File: src/rtl/f1_start_seq.sv
// Formula-1 style start-light sequencer: lamps fill one per tick, hold, then go out.
// Build with F1_REACTION_EN defined to add driver reaction timing and jump-start detection.
module f1_start_seq #(
    parameter int N_LIGHTS = 8,
    parameter int HOLD_W   = 8,
    parameter int RT_W     = 16
) (
    input  logic                clk,
    input  logic                rst,
    input  logic                tick,
    input  logic                trigger,
    input  logic                abort,
    input  logic [HOLD_W-1:0]   hold_ticks,
    input  logic                react,
    output logic [N_LIGHTS-1:0] lights,
    output logic                busy,
    output logic                lights_out,
    output logic                react_valid,
    output logic [RT_W-1:0]     react_time,
    output logic                jump_start,
    output logic [1:0]          dbg_state
);

    typedef enum logic [1:0] {
        S_IDLE = 2'd0,
        S_FILL = 2'd1,
        S_HOLD = 2'd2,
        S_TIME = 2'd3
    } state_t;

    localparam logic [N_LIGHTS-1:0] LIGHT_FIRST = N_LIGHTS'(1);

    state_t              state_q;
    logic [N_LIGHTS-1:0] lights_q;
    logic                busy_q;
    logic                lights_out_q;
    logic [HOLD_W-1:0]   hold_cap_q;
    logic [HOLD_W-1:0]   hold_cnt_q;
    logic [N_LIGHTS-1:0] lights_shift_d;

    assign lights_shift_d = {lights_q[N_LIGHTS-2:0], 1'b1};

`ifdef F1_REACTION_EN
    localparam logic [RT_W-1:0] RT_MAX  = '1;
    localparam logic [RT_W-1:0] RT_LAST = RT_MAX - 1'b1;

    logic [RT_W-1:0] rt_cnt_q;
    logic [RT_W-1:0] react_time_q;
    logic            react_valid_q;
    logic            jump_start_q;
`else
    logic unused_react;
    assign unused_react = react;
`endif

    always_ff @(posedge clk or negedge rst) begin
        if (!rst) begin
            state_q      <= S_IDLE;
            lights_q     <= '0;
            busy_q       <= 1'b0;
            lights_out_q <= 1'b0;
            hold_cap_q   <= '0;
            hold_cnt_q   <= '0;
`ifdef F1_REACTION_EN
            rt_cnt_q      <= '0;
            react_time_q  <= '0;
            react_valid_q <= 1'b0;
            jump_start_q  <= 1'b0;
`endif
        end else begin
            lights_out_q <= 1'b0;
`ifdef F1_REACTION_EN
            react_valid_q <= 1'b0;
            jump_start_q  <= 1'b0;
`endif
            case (state_q)
                S_IDLE: begin
                    if (trigger && !abort) begin
                        state_q    <= S_FILL;
                        busy_q     <= 1'b1;
                        lights_q   <= LIGHT_FIRST;
                        hold_cap_q <= hold_ticks;
                    end
                end
                S_FILL, S_HOLD: begin
                    // abort beats a jump start, which beats the tick step
                    if (abort) begin
                        state_q  <= S_IDLE;
                        busy_q   <= 1'b0;
                        lights_q <= '0;
`ifdef F1_REACTION_EN
                    end else if (react) begin
                        state_q      <= S_IDLE;
                        busy_q       <= 1'b0;
                        lights_q     <= '0;
                        jump_start_q <= 1'b1;
`endif
                    end else if (tick) begin
                        if (state_q == S_FILL) begin
                            if (&lights_q) begin
                                state_q    <= S_HOLD;
                                hold_cnt_q <= hold_cap_q;
                            end else begin
                                lights_q <= lights_shift_d;
                            end
                        end else if (hold_cnt_q == '0) begin
                            lights_q     <= '0;
                            lights_out_q <= 1'b1;
`ifdef F1_REACTION_EN
                            state_q      <= S_TIME;
                            rt_cnt_q     <= '0;
`else
                            state_q      <= S_IDLE;
                            busy_q       <= 1'b0;
`endif
                        end else begin
                            hold_cnt_q <= hold_cnt_q - 1'b1;
                        end
                    end
                end
`ifdef F1_REACTION_EN
                S_TIME: begin
                    if (abort) begin
                        state_q <= S_IDLE;
                        busy_q  <= 1'b0;
                    end else if (react) begin
                        state_q       <= S_IDLE;
                        busy_q        <= 1'b0;
                        react_time_q  <= rt_cnt_q;
                        react_valid_q <= 1'b1;
                    end else if (rt_cnt_q == RT_LAST) begin
                        // counter would reach all ones this edge: report a timeout
                        state_q       <= S_IDLE;
                        busy_q        <= 1'b0;
                        react_time_q  <= RT_MAX;
                        react_valid_q <= 1'b1;
                    end else begin
                        rt_cnt_q <= rt_cnt_q + 1'b1;
                    end
                end
`endif
                default: begin
                    state_q  <= S_IDLE;
                    busy_q   <= 1'b0;
                    lights_q <= '0;
                end
            endcase
        end
    end

    assign lights     = lights_q;
    assign busy       = busy_q;
    assign lights_out = lights_out_q;
    assign dbg_state  = state_q;

`ifdef F1_REACTION_EN
    assign react_valid = react_valid_q;
    assign react_time  = react_time_q;
    assign jump_start  = jump_start_q;
`else
    assign react_valid = 1'b0;
    assign react_time  = '0;
    assign jump_start  = 1'b0;
`endif

endmodule

File: config.mk
export PLATFORM = sky130hd
export DESIGN_NAME = f1_start_seq
export DESIGN_NICKNAME = d
export VERILOG_FILES = /design/src/rtl/f1_start_seq.sv
export SDC_FILE = /design/constraint.sdc
export NUM_CORES = 1
export LEC_CHECK = 0
export ABC_AREA = 1
export ABC_CLOCK_PERIOD_IN_PS = 1800
export BUFFER_PORTS_ARGS = -buffer_cell sky130_fd_sc_hd__buf_2
export CORE_MARGIN = 2
export CORE_UTILIZATION = 27
export DETAILED_ROUTE_END_ITERATION = 7
export GPL_ROUTABILITY_DRIVEN = 0
export PLACE_DENSITY = 0.55
export SYNTH_ARGS = -nofsm -noshare
export SYNTH_HDL_FRONTEND = slang
export SYNTH_SLANG_ARGS = --single-unit
File: constraint.sdc
create_clock -name clk -period 1.8 [get_ports clk]
set_input_delay 0.18 -clock clk [delete_from_list [all_inputs] [get_ports clk]]
set_output_delay 0.18 -clock clk [all_outputs]
set_load 0.01 [all_outputs]
After elaboration in Yosys (flattened, before gate mapping). Cells that the tools add are included.

Add/subtract/negate cells: 1. $mul: 0. Divide/modulo/power cells: 0. Order comparisons: 0. Equality and inequality tests: 11. Shift-type cells: 0. Mux-type cells: 28. Bitwise gates (word level): 1. Reduce and logical (&&, ||, !) cells: 11.

Operator list (count): $mux W8 (9); $pmux W8 S2 (1); $mux W2 (6); $ne A4 B4 Y1 const B (3); $reduce_and A4 Y1 (3); $mux W1 (10); $ne A3 B3 Y1 const B (3); $logic_not A8 Y1 (1); $reduce_and A8 Y1 (1); $sub A8 B1 Y8 const B (1); $reduce_and A5 Y1 (1); $ne A2 B2 Y1 const B (2); $pmux W2 S2 (1); $eq A2 B1 Y1 const B (1); $eq A2 B2 Y1 const B (1); $logic_not A2 Y1 (1); $ne A2 B1 Y1 const B (1); $pmux W1 S2 (1); $reduce_and A2 Y1 (1); $reduce_or A2 Y1 (1); $logic_and A1 B1 Y1 (1); $logic_not A1 Y1 (1); $not A1 Y1 (1).

Bits in registers: 28. Bits in latches: 0. Bits in writable memories: 0. ROM bits: 0. Input bits: 14. Memories: 0.

Logic depth before layout (Yosys ltp). Gate-level depths: netlist of the first run.

Depth after elaboration: 6. Depth in mapped cells: 12. Mapped depth without buffers: 12.

Least setup slack after synthesis of the first run. OpenSTA, ideal clock, no wires.

Kind: register to register. From: reg state_q[0] (netlist: dbg_state[0]). To: reg state_q[0] (netlist: dbg_state[0]). Library setup time: 117 ps. Arrival: 1427 ps. Required time: 1683 ps. Setup slack: 256 ps. Cell stages (with the launch flop): 11. Buffers on the path: 0. Clock period less this slack: 1544 ps. Path through: dfrtp_1 inv_1 ha_1 inv_1 nor2_4 nand2_4 inv_1 a21oi_1 nand2_1 nand2_1 nand2_1.

Word-level cells in the longest chain between the ends: 5. Elaborated cells between the ends (all ways): 13. Those cells by class: eq/ne: 6; mux: 4; reduce/logical: 3.

Ends and longest elaborated chain: start: declaration (line 33) `state_t state_q;`; start signal: assignment (line 58) `state_q <= S_IDLE;`; start signal: assignment (line 79) `state_q <= S_FILL;`; start signal: assignment (line 88) `state_q <= S_IDLE;`; $eq A2 B1 Y1 (line 76, 99); $mux W2 (line 99) `if (state_q == S_FILL) begin`; $mux W2 (line 98) `end else if (tick) begin`; $mux W2 (line 87) `if (abort) begin`; $pmux W2 S2 (line 76) `case (state_q)`.

Parallel ways exist; a longest one is shown, timed or not. The select of a mux whose other input is x is not followed. A chain may end at the register's enable or synchronous reset.

Worst setup path after layout of the first run.
From: reg state_q[1] (netlist: dbg_state[1]). To: reg lights_q[5] (netlist: lights[5]).

Word-level cells in the longest chain between the ends: 5. Elaborated cells between the ends (all ways): 13. Those cells by class: eq/ne: 6; mux: 4; reduce/logical: 3.

Ends and longest elaborated chain: $eq A2 B1 Y1 (line 76, 99); $mux W8 (line 99); $mux W8 (line 98); $mux W8 (line 87); $pmux W8 S2 (line 76); end signal: assignment (line 104) `lights_q <= lights_shift_d;`; end: declaration (line 34) `logic [N_LIGHTS-1:0] lights_q;`.

Parallel ways exist; a longest one is shown, timed or not. The select of a mux whose other input is x is not followed.

==> run_results.csv, run 1 <==
group,metric,value,unit
synthesis,syn_avg_cell_area,7.76,um^2
detailed_routing,routed_wl,3.35,mm
worst_setup_path,required,2.02,ns
cts,root_buffer,"clkbuf_8",
global_route,gr-total-overflow,0,
hold_path,hold_path_class,"in2reg",
worst_setup_path,setup.worst_path.class,"reg2reg",
synthesis,synth-seq-cells,28,
detailed_routing,vias_per_cell,4.16,
global_route,grt_pass1_wl,5.75,mm
sta,finalSetupTns,0,ns
global_route,grt_max_degree,29,
synthesis,yosys-top-cells-count,"83 x nand2_1, 28 x dfrtp_1, 18 x buf_4",
final_layout,diodes,0,
cts,clk_path_buf_depth,2,
die,core,6350,um^2
synthesis,syn_area,1770,um^2
power,p_per_area,1550,nW/um^2
run,cap_violations,0,
die,dieArea,7220,um^2
die,die_y,85.0,um
final_layout,drive_gt1_share,23.7,%
synthesis,synth.most_common_cell,"nand2_1",
sta,rsz0062_at_grt,"no",
placed_design,io_buffer_count,24,
sta,drv_slew,0,
final_layout,layout.nets,277,
worst_setup_path,r2r_start,"dbg_state[1]",
detailed_routing,vias,1390,
power,peakVddDrop,0.711,mV
synthesis,synth_edf_count,0,
synthesis,synth-main-ff-cell,"dfrtp_1",
die,num_rows,29,
cts,clk_pin_slew,0.10,ns
global_route,grt_util_all_layers,9.67,%
final_layout,area_growth,13.2,%
synthesis,ys_seq_area_share,39.6,%
global_route,antenna_found_initial,0,
detailed_routing,dr.pass1.iters,4,
sta,max_freq,601,MHz
sta,tightest_slew,0.621,ns
synthesis,netlist.area_leader.share,39.6,%
detailed_routing,ant_nets,0,
worst_setup_path,worst_setup_path_start_kind,"register",
cts,numCtsBuffers,3,
synthesis,yosysTopAreaCell,"dfrtp_1",
sta,setup_ws,0.137,ns
cts,cts_sinks,28,
worst_setup_path,critPathLaunch,"dbg_state[1]",
worst_setup_path,cp.arrival,1.88,ns
sta,skew,0.00737,ns
detailed_routing,route.detailed.drc,0,
die,pin_count,44,
synthesis,yosys_warnings,0,
worst_setup_path,crit_path_max_fanout,9,
placed_design,post-place-ws,0.117,ns
cts,ctsResizeCount,0,
synthesis,ys_async_sr_fraction,100,%
sta,hold_viol_final,0,
status,status,"completed",
synthesis,yosysUniqueCellTypes,23,
power,power.leakage,1.08,nW
sta,fin_crit_sh,92.4,%
hold_path,min_from,"hold_ticks[6]",
global_route,grt_pass1_vias,1245,
cts,cts_tree,"yes",
worst_setup_path,cp-end-kind,"register",
sta,setup_violations,0,
sta,fin_crit,1.66,ns
detailed_routing,drt_iter0_markers,35,
sta,max_slew_margin,58.6,%
placed_design,hpwlAfterDp,2.55,mm
synthesis,syn_inst,228,
die,dieWidth,85.0,um
die,start_util,27.9,%
detailed_routing,wl_per_cell,10.0,um
cts,htreeDepth,1,
cts,clock_latency,0.27,ns
synthesis,synth_area_leaders,"dfrtp_1 40%, nand2_1 18%, buf_4 7.6%",
cells in the final DEF (no fill, tap or decap), types with 5 or more instances in the layout:
cell,netlist,final
nand2_1,83,83
dfrtp_1,28,28
buf_2,1,24
conb_1,1,18
inv_1,14,14
nor2_1,13,13
nand3_1,13,13
inv_2,9,9
nand3b_1,7,7
mux2_2,7,7
o21ai_0,6,6
a21oi_1,5,5
ha_1,5,5
where the power goes:
part	switching (mW)	internal (mW)	total, mW	leakage, nW
Combinational	0.972	0.583	1.55	0.691
Clock	0.201	0.298	0.499	0.0357
Sequential	0.194	0.855	1.05	0.357
repair_timing:
item,4_1_cts,5_1_grt
endpoints found under the setup margin,0,13
hold buffers,1,0
setup buffers,0,2
endpoints found under the hold margin,28,0
flip-flops by register name (all words and copies together) (netlist names):
signal and count:
hold_cap_q 8, hold_cnt_q 8, lights 8, dbg_state 2, busy 1, lights_out 1
cell families after synthesis:
group / synth area share (%)
AO/OA/AOI/OAI: 3.61
other: 0.212
adder cells (fa/ha/maj): 3.54
flip-flops: 39.6
buffers and inverters: 13.4
multiplexers: 4.46
AND/OR/NAND/NOR: 35.1
cell type report:
| class | count | area, um^2 |
|---|---|---|
| fillers | 669 | 4350 |
| well taps | 77 | 96.3 |
| flip-flops and latches | 28 | 701 |
| multi-input cells | 174 | 895 |
| clock buffers | 3 | 41.3 |
| inverters | 23 | 86.3 |
| clock inverters | 1 | 30.0 |
| repair buffers | 28 | 153 |
routing by layer:
metal  global-route usage, %  up-vias  wire length, um
li1                        -      736                -
met1                    13.6      624             1700
met2                    15.8       28             1540
met3                   0.584        2               70
met4                    3.46        0               40
met5                       0        -                0
worst max-delay path, stage by stage, from the launching register on:
cell and delay, ns:
dfrtp_1 0.40, inv_1 0.08, ha_1 0.27, inv_1 0.05, nor2_4 0.17, nand2_1 0.07
nand2_1 0.11, inv_2 0.06, o21ai_2 0.06, inv_2 0.11, nand2_4 0.12, nand2_1 0.07
nand2_1 0.06
path summary, 6_finish.rpt:
path	slack (ns)	to	depth (start not counted)
setup reg to reg	0.14	lights[5]	12
hold reg to reg	0.51	busy	2
max in group asynchronous	0.93	lights_out	2
setup / recovery	0.14	lights[5]	12
min in group asynchronous	0.45	hold_cap_q[1]	2
hold / removal	0.12	hold_cap_q[6]	2
per-stage QoR:
| step | hold WS (ns) | power (mW) | cell area [um^2] | instances | util, % |
|---|---|---|---|---|---|
| 6_report | 0.125 | 3.10 | 2000 | 334 | 31.5 |
| 5_1_grt | 0.115 | 3.40 | 2000 | 334 | 31.5 |
| 4_1_cts | 0.121 | 3.10 | 1990 | 332 | 31.3 |
| 3_5_place_dp | 0.246 | 2.59 | 1910 | 327 | 30.0 |
| 3_3_place_gp | 0.244 | 2.58 | 1910 | 327 | 30.0 |
| 2_1_floorplan | -0.116 | 2.27 | 1830 | 245 | - |
Note: power is estimated with default switching activity, not from simulation.
==> inputs of run 2 (changes only) <==
--- a/config.mk
+++ b/config.mk
@@ -7,12 +7,12 @@
 export LEC_CHECK = 0
 export ABC_AREA = 1
 export ABC_CLOCK_PERIOD_IN_PS = 1800
-export BUFFER_PORTS_ARGS = -buffer_cell sky130_fd_sc_hd__buf_2
 export CORE_MARGIN = 2
 export CORE_UTILIZATION = 27
 export DETAILED_ROUTE_END_ITERATION = 7
+export DONT_BUFFER_PORTS = 1
 export GPL_ROUTABILITY_DRIVEN = 0
-export PLACE_DENSITY = 0.55
+export PLACE_DENSITY = 0.49
 export SYNTH_ARGS = -nofsm -noshare
 export SYNTH_HDL_FRONTEND = slang
 export SYNTH_SLANG_ARGS = --single-unit
==> run 2 against run 1 <==
Critical path depth unchanged. Setup slack improved by 0.029 ns. Via count decreased by 6.2%. Utilization decreased by 1.8 points. Combinational power decreased by 3%. Flip-flop and latch count unchanged. Clock-buffer cell count increased by 1. Die area unchanged. Hold slack got worse by 0.080 ns. Cell area decreased by 5.8%. Largest cell class unchanged.
==> run_results.csv, run 2 (synthesized netlist as in run 1, its figures left out) <==
group,metric,value,unit
cts,ctsResizeCount,0,
detailed_routing,dr.pass1.iters,4,
detailed_routing,ant_nets,0,
global_route,gr-total-overflow,0,
global_route,grt_util_all_layers,10.0,%
detailed_routing,vias,1304,
status,status,"completed",
final_layout,fin_util,29.7,%
run,cap_violations,0,
final_layout,layout.nets,254,
sta,hold_viol_final,0,
sta,rsz0062_at_grt,"yes",
power,p_total,2.97,mW
worst_setup_path,required,2.02,ns
detailed_routing,route.detailed.drc,0,
worst_setup_path,setup.worst_path.class,"reg2reg",
sta,drv_slew,0,
global_route,grt_pass1_wl,5.78,mm
cts,cts_sinks,28,
placed_design,io_buffer_count,0,
cts,post-cts-setup-buffers,0,
detailed_routing,routed_wl,3.45,mm
cts,clk_path_buf_depth,2,
worst_setup_path,worst_setup_path_start_kind,"register",
die,start_util,27.9,%
sta,fin_crit,1.63,ns
cts,htreeDepth,1,
cts,clk_pin_slew,0.10,ns
power,p_per_area,1570,nW/um^2
die,num_rows,29,
global_route,grt_max_degree,29,
final_layout,diodes,0,
die,core,6350,um^2
hold_path,hold_path_class,"in2reg",
final_layout,final_common_cell,"nand2_1",
detailed_routing,drt_iter0_markers,46,
sta,max_freq,612,MHz
worst_setup_path,cp.arrival,1.86,ns
final_layout,drive_gt1_share,16.2,%
die,dieArea,7220,um^2
die,pin_count,44,
cts,root_buffer,"clkbuf_8",
worst_setup_path,cp-end-kind,"register",
detailed_routing,wl_per_cell,11.1,um
power,peakVddDrop,0.641,mV
power,power.leakage,0.975,nW
cts,clock_latency,0.28,ns
sta,fin_crit_sh,90.8,%
placed_design,hpwlAfterDp,2.57,mm
cts,numCtsBuffers,3,
cts,cts_tree,"yes",
global_route,antenna_found_initial,0,
sta,skew,0.00160,ns
die,die_y,85.0,um
final_layout,area_growth,6.58,%
worst_setup_path,crit_path_max_fanout,9,
global_route,grt_pass1_vias,1139,
detailed_routing,vias_per_cell,4.19,
die,dieWidth,85.0,um
sta,setup_violations,0,
final_layout,final_cell_mix,"83 x nand2_1, 28 x dfrtp_1, 18 x conb_1",
==> run 2: changes by cell type in the layout (fill, tap and decap cells not counted) <==
cell,previous run,this run
clkbuf_8,3,4
bufinv_16,1,0
buf_12,0,1
buf_2,24,0
==> run 2: timing repair <==
| action | 4_1_cts | 5_1_grt |
|---|---|---|
| hold buffers | 2 | 0 |
| endpoints found under the setup margin | 0 | 1 |
| hold endpoints to repair | 28 | 0 |
==> run 2: area by class of cell <==
cell class / instances / area (um^2)
fillers: 679 / 4460
multi-input cells: 174 / 895
flip-flops and latches: 28 / 701
well taps: 77 / 96.3
inverters: 23 / 86.3
clock buffers: 4 / 55.1
repair buffers: 5 / 52.6
==> run 2: final timing paths <==
kind / from / endpoint / slack, ns / cells past startpoint
setup reg to reg: dbg_state[0] / lights[4] / 0.17 / 12
setup / recovery: dbg_state[0] / lights[4] / 0.17 / 12
min in group asynchronous: rst / hold_cap_q[1] / 0.33 / 2
hold / removal: hold_ticks[6] / hold_cap_q[6] / 0.04 / 1
hold reg to reg: hold_cap_q[7] / hold_cap_q[7] / 0.52 / 1
max in group asynchronous: rst / hold_cap_q[6] / 1.32 / 2
==> run 2: metal layers <==
layer	GRT usage, %	up-vias	wire, um
li1	-	693	-
met1	14.9	573	1840
met2	14.3	34	1410
met3	1.65	4	134
met4	4.33	0	68
met5	0	-	0
==> run 2: per-stage QoR <==
stage | TNS [ns] | area, um^2 | worst slack, ns | std cells | hold slack, ns
2_1_floorplan | 0 | 1830 | 0.256 | 245 | -0.116
5_1_grt | -0.00317 | 1890 | -0.00317 | 311 | 0.0276
3_5_place_dp | 0 | 1800 | 0.181 | 305 | -0.115
6_report | 0 | 1890 | 0.166 | 311 | 0.0446
3_3_place_gp | 0 | 1800 | 0.214 | 305 | -0.115
4_1_cts | 0 | 1890 | 0.160 | 311 | 0.0348
==> run 2: power breakdown <==
group | switching, mW | total, mW | leakage [nW] | internal (mW)
registers | 0.208 | 1.06 | 0.357 | 0.855
logic | 0.953 | 1.50 | 0.590 | 0.547
clock network | 0.207 | 0.403 | 0.0288 | 0.196
total | 1.37 | 2.97 | 0.975 | 1.60
==> run 2: critical path, stage by stage (launching register included) <==
cell and delay [ns]:
dfrtp_1 0.39, inv_1 0.05, ha_1 0.27, inv_1 0.05, nor2_4 0.18, nand2_1 0.07, nand2_1 0.10, inv_2 0.06
o21ai_2 0.06, inv_2 0.11, nand2_4 0.12, nand2_1 0.06, nand2_1 0.06
